**src/rtl/alu_mult_sequencer.sv**
```systemverilog
// Shift-and-add 32x32 multiplier (low 32 bits of the product).
// All adds and shifts are issued to an external shared ALU.
module alu_mult_sequencer (
   input  logic        clk,
   input  logic        reset,
   input  logic        start,
   input  logic [31:0] in_multiplicand_32,
   input  logic [31:0] in_multiplier_32,
   input  logic [31:0] in_alu_result_32,
   output logic [3:0]  out_alu_op_4,
   output logic [31:0] out_alu_a_32,
   output logic [31:0] out_alu_b_32,
   output logic [4:0]  out_alu_shamt_5,
   output logic        busy,
   output logic        done,
   output logic [31:0] out_product_32
);

   typedef enum logic [1:0] {
      S_IDLE,
      S_ADD,
      S_SHIFT,
      S_DONE
   } state_e;

   localparam logic [3:0] OP_AND = 4'b0000;
   localparam logic [3:0] OP_ADD = 4'b0011;
   localparam logic [3:0] OP_SLL = 4'b0101;

   state_e      state_q, state_d;
   logic [31:0] acc_q, acc_d;
   logic [31:0] mcand_q, mcand_d;
   logic [31:0] mplier_q, mplier_d;
   logic [31:0] prod_q, prod_d;

   always_ff @(posedge clk) begin
      if (reset) begin
         state_q  <= S_IDLE;
         acc_q    <= '0;
         mcand_q  <= '0;
         mplier_q <= '0;
         prod_q   <= '0;
      end else begin
         state_q  <= state_d;
         acc_q    <= acc_d;
         mcand_q  <= mcand_d;
         mplier_q <= mplier_d;
         prod_q   <= prod_d;
      end
   end

   always_comb begin
      state_d         = state_q;
      acc_d           = acc_q;
      mcand_d         = mcand_q;
      mplier_d        = mplier_q;
      prod_d          = prod_q;
      out_alu_op_4    = OP_AND;
      out_alu_a_32    = '0;
      out_alu_b_32    = '0;
      out_alu_shamt_5 = '0;
      unique case (state_q)
         S_IDLE: begin
            if (start) begin
               mcand_d  = in_multiplicand_32;
               mplier_d = in_multiplier_32;
               acc_d    = '0;
               state_d  = S_ADD;
            end
         end
         S_ADD: begin
            if (mplier_q == '0) begin
               prod_d  = acc_q;
               state_d = S_DONE;
            end else begin
               out_alu_op_4 = OP_ADD;
               out_alu_a_32 = acc_q;
               out_alu_b_32 = mcand_q;
               // ALU add is always issued; only kept when this bit is set
               if (mplier_q[0]) acc_d = in_alu_result_32;
               state_d = S_SHIFT;
            end
         end
         S_SHIFT: begin
            out_alu_op_4    = OP_SLL;
            out_alu_b_32    = mcand_q;
            out_alu_shamt_5 = 5'd1;
            mcand_d         = in_alu_result_32;
            mplier_d        = mplier_q >> 1;
            state_d         = S_ADD;
         end
         S_DONE: begin
            state_d = S_IDLE;
         end
         default: begin
            state_d = S_IDLE;
         end
      endcase
   end

   assign busy           = (state_q != S_IDLE);
   assign done           = (state_q == S_DONE);
   assign out_product_32 = prod_q;

endmodule

```
**config.mk**
```make
export PLATFORM = sky130hd
export DESIGN_NAME = alu_mult_sequencer
export DESIGN_NICKNAME = d
export VERILOG_FILES = /design/src/rtl/alu_mult_sequencer.sv
export SDC_FILE = /design/constraint.sdc
export NUM_CORES = 1
export LEC_CHECK = 0
export ABC_AREA = 1
export BUFFER_PORTS_ARGS = -buffer_cell sky130_fd_sc_hd__buf_2
export CAP_MARGIN = 20
export CORE_AREA = 2 2 107 109
export CTS_BUF_LIST = sky130_fd_sc_hd__clkbuf_8
export CTS_CLUSTER_SIZE = 8
export DETAILED_ROUTE_END_ITERATION = 16
export DIE_AREA = 0 0 109 111
export PLACE_DENSITY = 0.94
export SLEW_MARGIN = 20
export SYNTH_ARGS = -nofsm -noshare
export SYNTH_HDL_FRONTEND = slang
export SYNTH_SLANG_ARGS = --single-unit
```
**constraint.sdc**
```tcl
create_clock -name clk -period 3.1 [get_ports clk]
set_input_delay 0.465 -clock clk [delete_from_list [all_inputs] [get_ports clk]]
set_output_delay 0.465 -clock clk [all_outputs]
set_load 0.005 [all_outputs]
```
==> run metrics <==
unrepaired setup endpoints after global routing false; Max-slew headroom 44.4%; first-pass GRT wire length roughly 28 mm; worst skew pair latency 440 ps; Max FO, Critical Path 19; worst reg2reg path depth 9; # clock sinks 130; drt first pass iters 8; share of cells above drive strength 1 23.5%; setup total negative slack 0 ps; Setup violations, final 0; crit path DAT 2140 ps; Ports 206; Inserted Diodes 0; I/O Buffers 200; main flop type after synthesis dfxtp_1; GRT Util Overall 29.0%; initial antenna violation count 1; synth warn 0; Final Max Tran Viols 0; CTS Buf Count 17; CP max stage cell ha_2; FF-to-FF Start state_q[0]; DP HPWL 11.9 mm; TritonCTS clock tree done; Worst VDD drop 0.478 mV; count leader, synth nand2_1; CP required 2630 ps; Buf+Inv Stages, Crit Path 3; placed instance count 1193; FP Rows 39; fmax 384 MHz; core area 11100 sq um; Post-synth EDFFs 0; Hold Vio Cnt, Final 0; worst r2r dst mplier_q[14]; most frequent cells after synthesis nand2_1, dfxtp_1, nor2_1, inv_1, a21oi_1; actual slew at the worst max-slew pin 832 ps; critical path's largest stage delay 450 ps; area fraction of the dominant cell type after synthesis 43.0%; die footprint 12100 sq um; Die Height 111 microns; hold path endpoint mcand_q[22]; Lkg Pwr 3.44 nW; Vias per Instance 5.38; drt total wl 17.3 mm; Final ANT Viol Nets 0; initial drt markers 594; CTS root buffer clkbuf_8; crit path kind register to output port; H-tree level count 4; Synth Cell Area 6060 sq um; post-synthesis sequential area ratio 43.0%; Setup crit end kind output port; fraction of registers with async set/reset 0%; GPL Wtd Cong around 0.90; largest net degree at the start of global routing slightly below 80; Worst Hold Launch in_multiplicand_32[22]; final period utilization 83.9%; Adder-Cell Fraction of Synth Area 0.826%; status finished, final reports clean; xor/xnor share of the synthesized area 0%; Worst Hold Path Cells 3; CP Launch Type register; maxcap violations 0; power density over cell area 639 nW/um^2; post_cts resized 0; area delta synth->final 23.2%; Final min period between 2000 and 3000 ps; Tot Pwr 4.76 mW; Clk pin slew, worst setup/hold paths 80 ps; Layout Skew 9.47 ps; Die Wd 109 microns; FF-to-FF setup slack 590 ps; Residual DRC 0; Syn Inst Count approximately 900; Cell variety after synth 22; nets ~1200; CP Cell Sequence inv_1, ha_2, nand2_1, buf_4, a21oi_1, buf_2; WL/cell 14.2 microns; vias post-DR 6581; vias in the first global route 5996; hold crit path type primary input to register; Initial Util 54.7%; mux share of post-synthesis cell area 0%; synth top area cells dfxtp_1, nand2_1, nor2_1, a21oi_1, nand3_1; Layout Cells excl Fill around 1200; CTS Hold Bufs 0; syn avg cell area about 6.7 sq um; crit-path leading delay family buffers and inverters; Setup Fix Bufs, Post-CTS 0; #FFs+latches synth 130; total grt overflow 0; compound-gate portion of the synthesized area a little under a fifth; main combinational cell family by area after synthesis simple AND/OR/NAND/NOR gates; Max clock buf depth 2; post-synthesis simple-gate area fraction 25.9%; biggest area consumer among synthesized cells dfxtp_1
[sequential cells by signal, indices dropped and copies added (netlist names)]
name and cells:
acc_q 32, mcand_q 32, mplier_q 32, out_product_32 32, state_q 2
[metrics by stage]
stage               hold WS [ps]  utilization (%)  instance area (sq um)  setup slack (ps)
floorplan                    444                -                   6070              1290
global placement             453             63.8                   7060               864
detailed placement           456             63.8                   7060               706
CTS                          269             67.3                   7460               536
global route                 275             67.3                   7460               383
finish                       289             67.3                   7460               499
[worst reg2reg max path, cell delays in order, from the launching register on]
cell and delay (ps):
dfxtp_1 380, inv_1 90, ha_1 260, inv_1 80, or2_1 260, o21ai_4 230, inv_2 380, buf_12 330
o21ai_0 210, a31oi_1 220
[cells by family (layout without fill, tap and decap cells)]
group | Yosys count | after routing
other cells | 1 | 5
simple gates | 394 | 394
flops | 130 | 130
buf+inv | 169 | 338
compound gates | 210 | 210
fa+ha+maj | 4 | 4
[cell type report]
cell class              count  area (sq um)
fillers                   941          3620
multi-input cells         613          2790
flip-flops and latches    130          2600
repair buffers            215          1150
inverters                  92           345
clock buffers              19           262
well taps                 143           179
clock inverters            12           135
[worst max path at each step]
stage          startpoint          endpoint  slack, ps  depth (start not counted)
2_1_floorplan  state_q[0]  out_alu_b_32[10]       1290                          6
3_3_place_gp   state_q[0]      mplier_q[22]        860                          9
3_5_place_dp   state_q[0]      mplier_q[17]        710                          9
4_1_cts        state_q[0]  out_alu_b_32[19]        540                          6
5_1_grt        state_q[0]      mplier_q[14]        380                          9
6_report       state_q[0]  out_alu_b_32[19]        500                          6
[cells in the final DEF, fill, tap and decap left out, drive strengths merged]
master	netlist	layout
or2	1	1
clkbuf	44	19
conb	1	5
a211oi	1	1
dfxtp	130	130
o211ai	1	1
nor2	122	122
clkinv	0	2
nand3	69	69
a21oi	79	79
ha	4	4
clkinvlp	0	6
a31oi	51	51
nand4	1	1
bufinv	0	2
buf	33	215
o21ai	78	78
nand2	201	201
inv	92	94
[power breakdown]
group,switching (mW),leakage [nW],internal [mW]
clock network,0.668,0.184,0.753
logic,0.868,2.19,0.430
registers,0.136,1.07,1.91
[routing by layer]
| metal | vias to the layer above | global-route usage, % | wire length (microns) |
|---|---|---|---|
| met5 | - | 0 | 13 |
| met4 | 2 | 14.1 | 566 |
| met3 | 54 | 6.70 | 1510 |
| met2 | 336 | 48.6 | 8400 |
| met1 | 2956 | 34.4 | 6860 |
| li1 | 3233 | - | - |
Power figures use the tool's default switching activity.
